$ cat src/rtl/stream_reg_pkg.sv
`default_nettype none
// ============================================================================
// Module   : stream_reg_pkg
// Brief    : Mode encodings and helpers shared by the stream pipeline register.
// Revision : 1.0
// ============================================================================
package stream_reg_pkg;

  localparam int MODE_FALL_THROUGH = 0;
  localparam int MODE_PIPE         = 1;
  localparam int MODE_SPILL        = 2;

  function automatic int occupancy_width();
    return 2;
  endfunction

endpackage
`default_nettype wire

$ cat src/rtl/stream_reg_slot.sv
`default_nettype none
// ============================================================================
// Module   : stream_reg_slot
// Brief    : One storage entry: data register plus full flag.
// Revision : 1.0
// ============================================================================
module stream_reg_slot #(
  parameter int DATA_WIDTH = 32
) (
  input  logic                  clk_i,
  input  logic                  rst_i,
  input  logic                  i_load,
  input  logic                  i_clear,
  input  logic                  i_flush,
  input  logic [DATA_WIDTH-1:0] i_data,
  output logic [DATA_WIDTH-1:0] o_data,
  output logic                  o_full
);

  logic [DATA_WIDTH-1:0] r_data;
  logic                  r_full;

  // Load beats clear so a same-cycle pop+push keeps the slot full;
  // flush empties the slot but leaves the data register untouched.
  always_ff @(posedge clk_i) begin
    if (rst_i) begin
      r_data <= '0;
      r_full <= 1'b0;
    end else begin
      if (i_flush) begin
        r_full <= 1'b0;
      end else if (i_load) begin
        r_full <= 1'b1;
      end else if (i_clear) begin
        r_full <= 1'b0;
      end
      if (i_load && !i_flush) begin
        r_data <= i_data;
      end
    end
  end

  assign o_data = r_data;
  assign o_full = r_full;

endmodule
`default_nettype wire

$ cat src/rtl/stream_pipe_register.sv
`default_nettype none
// ============================================================================
// Module   : stream_pipe_register
// Brief    : Valid/ready pipeline register, fall-through / pipe / spill modes.
// Revision : 1.0
// ============================================================================
module stream_pipe_register
  import stream_reg_pkg::*;
#(
  parameter int DATA_WIDTH = 32,
  parameter int MODE       = MODE_FALL_THROUGH
) (
  input  logic                           clk_i,
  input  logic                           rst_i,
  input  logic                           clr_i,
  input  logic                           valid_i,
  output logic                           ready_o,
  input  logic [DATA_WIDTH-1:0]          data_i,
  output logic                           valid_o,
  input  logic                           ready_i,
  output logic [DATA_WIDTH-1:0]          data_o,
  output logic [occupancy_width()-1:0]   occupancy_o
);

  localparam int OCC_W = occupancy_width();

  // Handshakes are suppressed while resetting or flushing.
  logic w_block;
  assign w_block = rst_i | clr_i;

  if (DATA_WIDTH < 1) begin : g_bad_width
    $error("stream_pipe_register: DATA_WIDTH must be >= 1");
  end

  case (MODE)
    MODE_FALL_THROUGH: begin : g_fall_through
      logic                  w_full;
      logic [DATA_WIDTH-1:0] w_data;
      logic                  w_push;
      logic                  w_pop;

      assign ready_o     = ~w_full & ~w_block;
      assign valid_o     = (w_full | valid_i) & ~w_block;
      assign data_o      = w_full ? w_data : data_i;
      assign w_push      = valid_i & ready_o;
      assign w_pop       = valid_o & ready_i;
      assign occupancy_o = OCC_W'(w_full);

      stream_reg_slot #(.DATA_WIDTH(DATA_WIDTH)) u_slot (
        .clk_i   (clk_i),
        .rst_i   (rst_i),
        .i_load  (w_push & ~ready_i),
        .i_clear (w_pop & w_full),
        .i_flush (clr_i),
        .i_data  (data_i),
        .o_data  (w_data),
        .o_full  (w_full)
      );
    end

    MODE_PIPE: begin : g_pipe
      logic                  w_full;
      logic [DATA_WIDTH-1:0] w_data;
      logic                  w_push;
      logic                  w_pop;

      assign valid_o     = w_full & ~w_block;
      assign data_o      = w_data;
      assign ready_o     = (~w_full | ready_i) & ~w_block;
      assign w_push      = valid_i & ready_o;
      assign w_pop       = valid_o & ready_i;
      assign occupancy_o = OCC_W'(w_full);

      stream_reg_slot #(.DATA_WIDTH(DATA_WIDTH)) u_slot (
        .clk_i   (clk_i),
        .rst_i   (rst_i),
        .i_load  (w_push),
        .i_clear (w_pop),
        .i_flush (clr_i),
        .i_data  (data_i),
        .o_data  (w_data),
        .o_full  (w_full)
      );
    end

    MODE_SPILL: begin : g_spill
      logic                  w_a_full;
      logic                  w_b_full;
      logic [DATA_WIDTH-1:0] w_a_data;
      logic [DATA_WIDTH-1:0] w_b_data;
      logic                  w_push;
      logic                  w_pop;
      logic                  w_a_load;
      logic                  w_b_load;

      assign valid_o     = w_a_full & ~w_block;
      assign data_o      = w_a_data;
      assign ready_o     = ~w_b_full & ~w_block;
      assign w_push      = valid_i & ready_o;
      assign w_pop       = valid_o & ready_i;
      // A refills from B when B holds data; B is only empty-able via A.
      assign w_a_load    = (w_push & (~w_a_full | (w_pop & ~w_b_full))) | (w_pop & w_b_full);
      assign w_b_load    = w_push & w_a_full & ~w_pop;
      assign occupancy_o = OCC_W'(w_a_full) + OCC_W'(w_b_full);

      stream_reg_slot #(.DATA_WIDTH(DATA_WIDTH)) u_slot_a (
        .clk_i   (clk_i),
        .rst_i   (rst_i),
        .i_load  (w_a_load),
        .i_clear (w_pop),
        .i_flush (clr_i),
        .i_data  (w_b_full ? w_b_data : data_i),
        .o_data  (w_a_data),
        .o_full  (w_a_full)
      );

      stream_reg_slot #(.DATA_WIDTH(DATA_WIDTH)) u_slot_b (
        .clk_i   (clk_i),
        .rst_i   (rst_i),
        .i_load  (w_b_load),
        .i_clear (w_pop & w_b_full),
        .i_flush (clr_i),
        .i_data  (data_i),
        .o_data  (w_b_data),
        .o_full  (w_b_full)
      );
    end

    default: begin : g_bad_mode
      $error("stream_pipe_register: unsupported MODE %0d", MODE);
      assign valid_o     = 1'b0;
      assign ready_o     = 1'b0;
      assign data_o      = '0;
      assign occupancy_o = '0;
    end
  endcase

endmodule
`default_nettype wire

$ cat config.mk
export PLATFORM = sky130hd
export DESIGN_NAME = stream_pipe_register
export DESIGN_NICKNAME = d
export VERILOG_FILES = /design/src/rtl/stream_reg_pkg.sv /design/src/rtl/stream_reg_slot.sv /design/src/rtl/stream_pipe_register.sv
export SDC_FILE = /design/constraint.sdc
export NUM_CORES = 1
export LEC_CHECK = 0
export ABC_CLOCK_PERIOD_IN_PS = 3800
export BUFFER_PORTS_ARGS = -buffer_cell sky130_fd_sc_hd__buf_4
export CAP_MARGIN = 5
export CORE_MARGIN = 5
export CORE_UTILIZATION = 30
export DETAILED_ROUTE_END_ITERATION = 6
export SLEW_MARGIN = 10
export SYNTH_ARGS = -nofsm -noshare
export SYNTH_HDL_FRONTEND = slang
export SYNTH_SLANG_ARGS = --single-unit
$ cat constraint.sdc
create_clock -name clk_i -period 3.8 [get_ports clk_i]
set_input_delay 0.76 -clock clk_i [delete_from_list [all_inputs] [get_ports clk_i]]
set_output_delay 0.76 -clock clk_i [all_outputs]
set_load 0.05 [all_outputs]
; Word-level counts from Yosys, hierarchy flattened
; Cells that the tools add are included.
[classes]
mux = 3
reduce_logical = 4
n_bitwise = 11
[op_table]
columns = op, n
row1 = 32-bit 2-to-1 mux, 1
row2 = 1-bit bitwise AND, 6
row3 = 1-bit inverter, 3
row4 = 1-bit 2-to-1 mux, 2
row5 = 1-bit OR, 2
row6 = 2-bit nonzero test, 1
row7 = 2-bit OR reduction, 1
row8 = 1-bit logical AND, 1
row9 = 1-bit logical NOT, 1
[totals]
out_inout_bits = 36
regBits = 33
inputBits = 37
word_cells = 20

; Logic depth before layout (Yosys ltp)
; Gate-level depths: netlist of run 1.
[depth]
depth_word = 7
ltp_mapped = 6
depth_no_buf = 4

; Cells and area by module
; From an unflattened synthesis of run 1, not the netlist that was laid out.
[unflattened]
cells_unflattened = 194
area_unflattened_um2 = 2088.3
[modules_own_cells]
columns = module, area_each_um2, instances, cells_per_inst, seq_area_each_um2
row1 = stream_reg_slot, 1496.4, 1, 149, 660.6
row2 = stream_pipe_register, 591.8, 1, 45, 0.0

; Worst setup path before layout of run 1
; OpenSTA, ideal clock, no wires.
[synth_path]
path_kind = input-to-output
from = input rst_i
to = output valid_o
cell_stages = 2
path_buffers = 1
required_ps = 3040
setup_slack_ps = 1029
arrival_time_ps = 2011
path_cell_list = clkbuf_1 > nor3_1
[synth_between]
elab_chain_len = 3
[synth_rtl]
columns = item, line
row1 = from (decl), stream_pipe_register.sv:14  ; input logic rst_i,
row2 = 1-bit OR, stream_pipe_register.sv:29  ; assign w_block = rst_i | clr_i;
row3 = 1-bit inverter, stream_pipe_register.sv:43  ; assign valid_o = (w_full | valid_i) & ~w_block;
row4 = 1-bit bitwise AND, stream_pipe_register.sv:43
row5 = to (decl), stream_pipe_register.sv:19  ; output logic valid_o,
; No other way between the ends.

; Final worst setup path of run 1
[layout_path]
from = input rst_i
to = output ready_o
[layout_between]
elab_chain_len = 3
[layout_rtl]
columns = item, line
row1 = 1-bit OR, stream_pipe_register.sv:29
row2 = 1-bit inverter, stream_pipe_register.sv:42  ; assign ready_o = ~w_full & ~w_block;
row3 = 1-bit bitwise AND, stream_pipe_register.sv:42
row4 = to (decl), stream_pipe_register.sv:17  ; output logic ready_o,
; No other way between the ends.

==> results of run 1 <==
==> cells in the final DEF, fill, tap and decap left out <==
cell,n
buf_4,73
dfxtp_1,33
mux2_2,32
nand3_1,32
o21ai_0,32
a21oi_1,32
clkbuf_8,6
or3_4,1
clkinv_4,1
nor2_1,1
nor3_1,1
nor2b_2,1
nand2b_1,1
nor4_1,1
conb_1,1
clkbuf_1,1
==> layout make-up <==
type                       count  area (µm²)  share of cell area
clock buffer                   7       86.33             0.03787
sequential                    33       660.6              0.2898
inverter                       1       8.758            0.003842
multi-input combinational    135       885.9              0.3886
timing repair buffer          73       548.0              0.2404
tap                           72       90.09             0.03952
==> worst max-delay path, cell delays in order <==
cell	delay, ns
buf_4	0.32
or3_4	0.41
clkinv_4	0.29
buf_4	0.28
==> metal layers <==
layer,share of wire,routed length (µm),track usage
met5,0,0,0
met4,0.013,55,0.04317
met3,0.064,276,0.03786
met2,0.48,2051,0.1900
met1,0.44,1909,0.1445
==> cells by family (layout without fill, tap and decap cells) <==
group	count (synthesis)	count (layout)	share of synthesized area
flops	33	33	0.3914
simple gates	38	38	0.1179
other cells	1	1	0.002222
compound gates	64	64	0.1898
buf+inv	24	81	0.08524
mux	32	32	0.2135
==> final timing paths <==
kind	from	endpoint	slack, ns	cells after the start
setup / recovery	rst_i	ready_o	0.96	4
setup reg to reg	g_fall_through.u_slot.o_full$_SDFFE_PP0P_	g_fall_through.u_slot.o_data[8]$_SDFFE_PP0P_	2.04	5
hold reg to reg	g_fall_through.u_slot.o_data[2]$_SDFFE_PP0P_	g_fall_through.u_slot.o_data[2]$_SDFFE_PP0P_	0.47	2
hold / removal	g_fall_through.u_slot.o_data[2]$_SDFFE_PP0P_	g_fall_through.u_slot.o_data[2]$_SDFFE_PP0P_	0.47	2
==> metrics by stage <==
stage	setup WS (ns)	util	hold WS (ns)	total power, mW
after floorplan	1.029	-	0.4502	0.5161
after global placement	0.9486	0.4008	0.4574	0.5869
after detailed placement	0.9573	0.4008	0.4659	0.5875
after CTS	0.9591	0.4166	0.4760	0.8468
after global routing	0.8557	0.4166	0.4883	0.8746
final	0.9587	0.4166	0.4735	0.8355
==> state kept, by name, summed over array words and instances (netlist names) <==
signal	cells
g_fall_through.u_slot.o_data	32
g_fall_through.u_slot.o_full	1
==> synthesized netlist by cell type <==
cell type,n,area (µm²)
conb_1,1,3.750
or3_4,1,11.26
nor3_1,1,5.000
nand3_1,32,160.2
clkinv_4,1,8.760
nor2b_1,1,6.260
clkbuf_2,3,15.01
buf_2,6,30.03
dfxtp_1,33,660.6
mux2_2,32,360.4
clkbuf_1,8,30.03
nand2b_1,1,6.260
nor2_1,1,3.750
o21ai_0,32,160.2
nor4_1,1,6.260
buf_4,2,15.01
buf_6,4,45.04
a21oi_1,32,160.2
==> power by group <==
group	internal (mW)	switching (mW)
registers	0.353	0.00296
clock network	0.143	0.114
logic	0.0792	0.143
==> results.cfg, run 1 <==
[placed_design]
place_congestion = 0.7143
dp.cells = 314
placedInstanceArea_um2 = 2193
dp_hpwl_um = 2914
port_buffers = 71

[layout]
fillCellCount = 576
fin_nets = 286
antenna_cells = 0
final_cells = 321
drive_gt1_frac = 0.4578
fin_area_um2 = 2280
synthToLayoutAreaGrowth_pct = 35.06

[job]
maxCapViolations = 0

[grt]
grt_start_max_net_pins = 36
grt_pass1_wl_um = 7086
antenna_found_initial = 0
first_global_vias = 1536
grt_usage = 0.1172
gr-total-overflow = 0

[worst_setup_path]
path_max_fanout = 35
cp.required_ns = 3.04
critPathKind = input pin to output port
endpoint_kind = output port
critPathLaunchType = input pin
worstPathArrival_ns = 2.08

[cts]
cts_tree = built
cts_sinks = 33
cts_made_buffers = 5
clk-insertion-delay-late_ns = 0.27
cts-resized-gates = 0
root_buffer = clkbuf_8
hold_buffers = 0
cts_setup_buffers = 0
cts_max_level = 2
cts.clk_slew.worst_paths_ns = 0.06
clock_path_buffers = 2

[logic_synthesis]
synth_nets = 229
yosysSeqAreaShare = 0.3914
postSynthAreaPerCell_um2 = 8.791
ys_seq_elements = 33
mappedNetlistArea_um2 = 1688
synth_cell_types = 18
syn_inst = 192
yosys_warnings = 0

[min_path]
hold_path.class = flip-flop to flip-flop

[detailed_routing]
wirelength_um = 4293
detail_route.wl_per_cell_um = 13.37
drc = 0
drt_iter0_markers = 73
detail-route-antenna-nets = 0
viasPerCell = 4.935
first_pass_iters = 4
num_vias = 1584

[power_and_ir_drop]
p_per_area_nw_per_um2 = 366.5
p_leak_nw = 0.8742
ir_drop_v = 0.0001560

[timing]
fin_skew_ns = 0.003500
min_period_ns = 2.841
timing.final.hold_violations = 0
fmax_ghz = 0.3520
max_slew_margin = 0.3506
tns_ns = 0
worst_pin_slew_ns = 0.9742
rsz0062_at_grt = no
finalSetupViolCount = 0
fin_crit_sh = 0.7477
finalMaxSlewViolations = 0

[die]
ioPinCount = 73
core.rowCount = 27
die_h_um = 85.01
core-area_um2 = 5473
dieArea_um2 = 7227
start_util = 0.3084
die_w_um = 85.01

[status]
outcome = finished, final reports clean
Note: power is estimated with default switching activity, not from simulation.
==> run 2: changes to the inputs <==
Settings changed: ABC_AREA from default to 1, ABC_CLOCK_PERIOD_IN_PS 3800 to 2930.
Clock period 3.8 ns to 2.93 ns, I/O delays scaled along.
==> run 2 against run 1 <==
Net effect:
- synthesized cell count is 54% higher
- die area up 8.7%
- power up 31%
- via count increased by 24%
- worst hold slack better by 0.0044 ns
- sequential power up 33%
- register-to-register slack lost 0.58 ns
- largest cell class unchanged
- clock-buffer cell count is 1 higher
- critical path depth grew 1
- setup slack got worse by 0.12 ns
- clock power rose by 26%
==> results.cfg, run 2 <==
[die]
core.rowCount = 28
dieArea_um2 = 7854
ioPinCount = 73
core-area_um2 = 5956
die_w_um = 88.62
die_h_um = 88.62
start_util = 0.3113

[detailed_routing]
drc = 0
first_pass_iters = 4
wirelength_um = 4883
drt_iter0_markers = 114
viasPerCell = 4.572
num_vias = 1966
detail-route-antenna-nets = 0
detail_route.wl_per_cell_um = 11.36

[timing]
fmax_ghz = 0.4778
finalSetupViolCount = 0
timing.final.hold_violations = 0
fin_crit_sh = 0.7143
tns_ns = 0
min_period_ns = 2.093
rsz0062_at_grt = no
fin_ws_ns = 0.8371
fin_skew_ns = 0.003422
finalMaxSlewViolations = 0

[grt]
gr-max-usage-layer = met2
grt_start_max_net_pins = 34
use_met3 = 0.04190
antenna_found_initial = 0
first_global_vias = 1871
grt_usage = 0.1314
grtUsageMet1 = 0.1613
gr-total-overflow = 0
met2_usage = 0.2227
grt_pass1_wl_um = 8273

[placed_design]
place_congestion = 0.6951
preCtsSetupSlack_ns = 0.8388
dp_hpwl_um = 3341
port_buffers = 71
placedInstanceArea_um2 = 2377

[cts]
cts_tree = built
clock_path_buffers = 2
cts-resized-gates = 0
cts_made_buffers = 5
cts_setup_buffers = 0
clk-insertion-delay-late_ns = 0.28
cts_max_level = 2
hold_buffers = 0
cts_sinks = 33
cts.clk_slew.worst_paths_ns = 0.06
root_buffer = clkbuf_8

[power_and_ir_drop]
total_power_mw = 1.097
ir_drop_v = 0.0002112
internal_power_mw = 0.7325
pwr-share-seq = 0.431
combPwrFrac = 0.275
p_leak_nw = 1.186
swShare = 0.3320
clockPowerShare = 0.294
p_per_area_nw_per_um2 = 446.3
switchingPower_mw = 0.3642

[logic_synthesis]
synth-edff-count = 0
synth_area_leaders = dfxtp_1, nand2_1, nor2_1
synth_top_cell_by_area = dfxtp_1
synth_nets = 332
synth_common_cells = nand2_1, nor2_1, inv_1
ys.flop_type = dfxtp_1
yosysSeqAreaShare = 0.3563
yosys_warnings = 0
mappedNetlistArea_um2 = 1854
ys_seq_elements = 33
synth_cell_types = 16
syn_inst = 295
postSynthAreaPerCell_um2 = 6.286
synth_top_area_frac = 0.3563
synthArstFlopShare = 0

[layout]
fin_area_um2 = 2457
final_cell_mix = buf_4, nand2_1, nor2_1
fillCellCount = 679
final_common_cell = buf_4
post-route-util = 0.4126
synthToLayoutAreaGrowth_pct = 32.52
fin_nets = 391
antenna_cells = 0
drive_gt1_frac = 0.2451
largest_register_ffs = 32

[job]
maxCapViolations = 0

[worst_setup_path]
r2r_end = g_fall_through.u_slot.o_data[1]$_SDFFE_PP0P_
cp.required_ns = 2.34
critPathKind = input pin to output port
endpoint_kind = output port
rrSetupSlack_ns = 1.46
worstPathArrival_ns = 1.51
path_max_fanout = 13
critPathLaunchType = input pin
rr_startpoint = g_fall_through.u_slot.o_full$_SDFFE_PP0P_
rr_worst_depth = 5

[min_path]
whs_path_depth = 2
holdPathEnd = g_fall_through.u_slot.o_full$_SDFFE_PP0P_
hold_path.class = input pin to flip-flop
hp-start = ready_i

[status]
outcome = finished, final reports clean
[run 2: cell types whose count changed in the layout (fill, tap and decap cells not counted), sizes merged, moves of 3 or more]
| cell | delta |
|---|---|
| buf | +3 |
| nand3 | -32 |
| nand2 | +66 |
| mux2 | -32 |
| nand4 | +32 |
| inv | +38 |
| nor2 | +67 |
| a21oi | -32 |
[run 2: final cells by class]
type / count / area (µm²) / area share
multi-input combinational: 200 / 905.9 / 0.3686
sequential: 33 / 661.9 / 0.2693
timing repair buffer: 76 / 570.5 / 0.2322
inverter: 38 / 145.1 / 0.05906
tap: 75 / 93.84 / 0.03819
clock buffer: 8 / 80.08 / 0.03259
[run 2: routing by layer]
layer  up-vias  wire, µm
li1       1040         -
met1       882      2224
met4         0        23
met5         -         0
met3         2       261
met2        42      2373
[run 2: stage by stage]
| step | cells | hold WS, ns |
|---|---|---|
| 5_1_grt | 430 | 0.4681 |
| 6_report | 430 | 0.4779 |
| 3_3_place_gp | 422 | 0.4633 |
| 3_5_place_dp | 422 | 0.4735 |
| 2_1_floorplan | 295 | 0.4539 |
| 4_1_cts | 430 | 0.4681 |
[run 2: how the worst max path moves through the flow]
| stage | start | to | slack, ns | cells after the start |
|---|---|---|---|---|
| 2_1_floorplan | g_fall_through.u_slot.o_full$_SDFFE_PP0P_ | data_o[20] | 0.61 | 3 |
| 3_3_place_gp | clr_i | valid_o | 0.85 | 5 |
| 3_5_place_dp | clr_i | valid_o | 0.84 | 5 |
| 4_1_cts | clr_i | valid_o | 0.83 | 5 |
| 5_1_grt | g_fall_through.u_slot.o_full$_SDFFE_PP0P_ | data_o[28] | 0.68 | 4 |
| 6_report | clr_i | valid_o | 0.84 | 5 |
[run 2: kinds of logic after synthesis]
group / count (synthesis) / share of synthesized area
compound gates: 33 / 0.08907
other cells: 1 / 0.002022
simple gates: 166 / 0.3974
flops: 33 / 0.3563
buf+inv: 62 / 0.1552
[run 2: power groups by stage]
| stage | clock (mW) | combinational [mW] | sequential (mW) |
|---|---|---|---|
| finish | 0.323 | 0.301 | 0.473 |
| global route | 0.359 | 0.326 | 0.474 |
| CTS | 0.335 | 0.305 | 0.473 |
| detailed placement | 0 | 0.304 | 0.483 |
| global placement | 0 | 0.303 | 0.482 |
| floorplan | 0 | 0.206 | 0.480 |
[run 2: critical path: stages]
cell,delay (ns)
buf_4,0.12
nor2_4,0.32
o21ai_0,0.19
inv_1,0.09
buf_4,0.19
==> run 3: changes to the inputs <==
Settings changed: ABC_CLOCK_PERIOD_IN_PS 2930 to 1900.
Clock period 2.93 ns to 1.9 ns, I/O delays scaled along.
==> run 3 against run 2 <==
Net effect:
- global-route usage fell by 0.15 points
- setup slack got worse by 0.64 ns
- sequential power rose by 54%
- cell count rose by 0.93%
- combinational power rose by 58%
- non-clock buffer count rose by 4
- critical endpoint unchanged
- largest power group unchanged
==> results.cfg, run 3 (synthesis gave the netlist of run 2 again) <==
[grt]
grt_usage = 0.1299
grt_pass1_wl_um = 8211
antenna_found_initial = 0
grt_start_max_net_pins = 33
first_global_vias = 1804
gr-total-overflow = 0

[cts]
cts.clk_slew.worst_paths_ns = 0.07
clock_path_buffers = 2
hold_buffers = 0
cts_sinks = 33
cts_max_level = 2
root_buffer = clkbuf_8
clk-insertion-delay-late_ns = 0.27
cts_tree = built
cts_made_buffers = 5
cts_setup_buffers = 0
cts-resized-gates = 0

[worst_setup_path]
crit_family = buffers and inverters
path_max_fanout = 26
crit_top_cell = buf_4
rrSetupSlack_ns = 0.59
critPathBufInv = 3
critPathLaunchType = flip-flop
max_stage_delay_ns = 0.33
path_cells = buf_4 -> o21ai_0 -> inv_1 -> buf_4
crit_slowest_cell = dfxtp_2
critPathKind = flip-flop to output port
endpoint_kind = output port
cp.required_ns = 1.52
worstPathArrival_ns = 1.32

[die]
core.rowCount = 28
die_w_um = 88.62
core-area_um2 = 5956
start_util = 0.3113
die_h_um = 88.62
ioPinCount = 73
dieArea_um2 = 7854

[detailed_routing]
viasPerCell = 4.624
wirelength_um = 4958
first_pass_iters = 4
drt_iter0_markers = 153
num_vias = 2007
detail_route.wl_per_cell_um = 11.42
detail-route-antenna-nets = 0
drc = 0

[layout]
largest_register_ffs = 32
synthToLayoutAreaGrowth_pct = 35.29
final_cell_mix = buf_4, nand2_1, nor2_1
final_common_cell = buf_4
antenna_cells = 0
fillCellCount = 676
fin_nets = 395
drive_gt1_frac = 0.2618
final_cells = 434

[timing]
fin_skew_ns = 0.005177
fin_crit_sh = 0.8937
finalMaxSlewViolations = 0
whs_ns = 0.2879
tns_ns = 0
rsz0062_at_grt = no
finalSetupViolCount = 0
timing.final.hold_violations = 0
min_period_ns = 1.698
fmax_ghz = 0.5889

[placed_design]
port_buffers = 71
dp.cells = 426
place_congestion = 0.7520
dp_hpwl_um = 3414

[power_and_ir_drop]
p_per_area_nw_per_um2 = 707.9
ir_drop_v = 0.0003296
p_leak_nw = 1.225

[job]
maxCapViolations = 0

[status]
outcome = finished, final reports clean

[min_path]
hold_path.class = input pin to flip-flop
[run 3: changes by cell type in the layout (fill, tap and decap cells not counted)]
| cell | previous run | this run |
|---|---|---|
| clkbuf_8 | 5 | 7 |
| clkbuf_1 | 3 | 0 |
| buf_4 | 76 | 80 |
| o21ai_1 | 0 | 20 |
| o21ai_0 | 33 | 13 |
| clkinv_2 | 0 | 1 |
[run 3: where the power goes]
part	leakage (nW)	internal (mW)	switching, mW
registers	0.269	0.716	0.0110
logic	0.902	0.160	0.316
clock network	0.0542	0.327	0.245
total	1.22	1.20	0.572
[run 3: metal layers]
layer | GRT usage | wire length [µm] | up-vias
met3 | 0.03259 | 284 | 2
met1 | 0.1727 | 2279 | 912
met2 | 0.2105 | 2372 | 49
li1 | - | - | 1044
met4 | 0.03297 | 21 | 0
met5 | 0 | 0 | -
[run 3: worst paths after layout]
| kind | startpoint | to | cells after the start |
|---|---|---|---|
| min | ready_i | g_fall_through.u_slot.o_full$_SDFFE_PP0P_ | 2 |
| max | g_fall_through.u_slot.o_full$_SDFFE_PP0P_ | valid_o | 4 |
| max reg2reg | g_fall_through.u_slot.o_full$_SDFFE_PP0P_ | g_fall_through.u_slot.o_data[11]$_SDFFE_PP0P_ | 6 |
| min reg2reg | g_fall_through.u_slot.o_data[21]$_SDFFE_PP0P_ | g_fall_through.u_slot.o_data[21]$_SDFFE_PP0P_ | 2 |
[run 3: layout make-up]
| class | instances | area (µm²) | share of cell area |
|---|---|---|---|
| Clock buffer | 7 | 96.34 | 0.03840 |
| Tap cell | 75 | 93.84 | 0.03741 |
| Timing Repair Buffer | 80 | 600.6 | 0.2394 |
| Inverter | 38 | 145.1 | 0.05786 |
| Sequential cell | 33 | 661.9 | 0.2638 |
| Clock inverter | 1 | 5.005 | 0.001995 |
| Multi-Input combinational cell | 200 | 905.9 | 0.3611 |
[run 3: through the flow]
stage	total power [mW]	utilization	area, µm²	setup slack [ns]
after global routing	1.864	0.4212	2509	0.1132
after detailed placement	1.223	0.4042	2407	0.4004
after CTS	1.801	0.4212	2509	0.1940
after floorplan	1.063	-	1854	-0.2128
after global placement	1.220	0.4042	2407	0.3903
final	1.776	0.4212	2509	0.2020
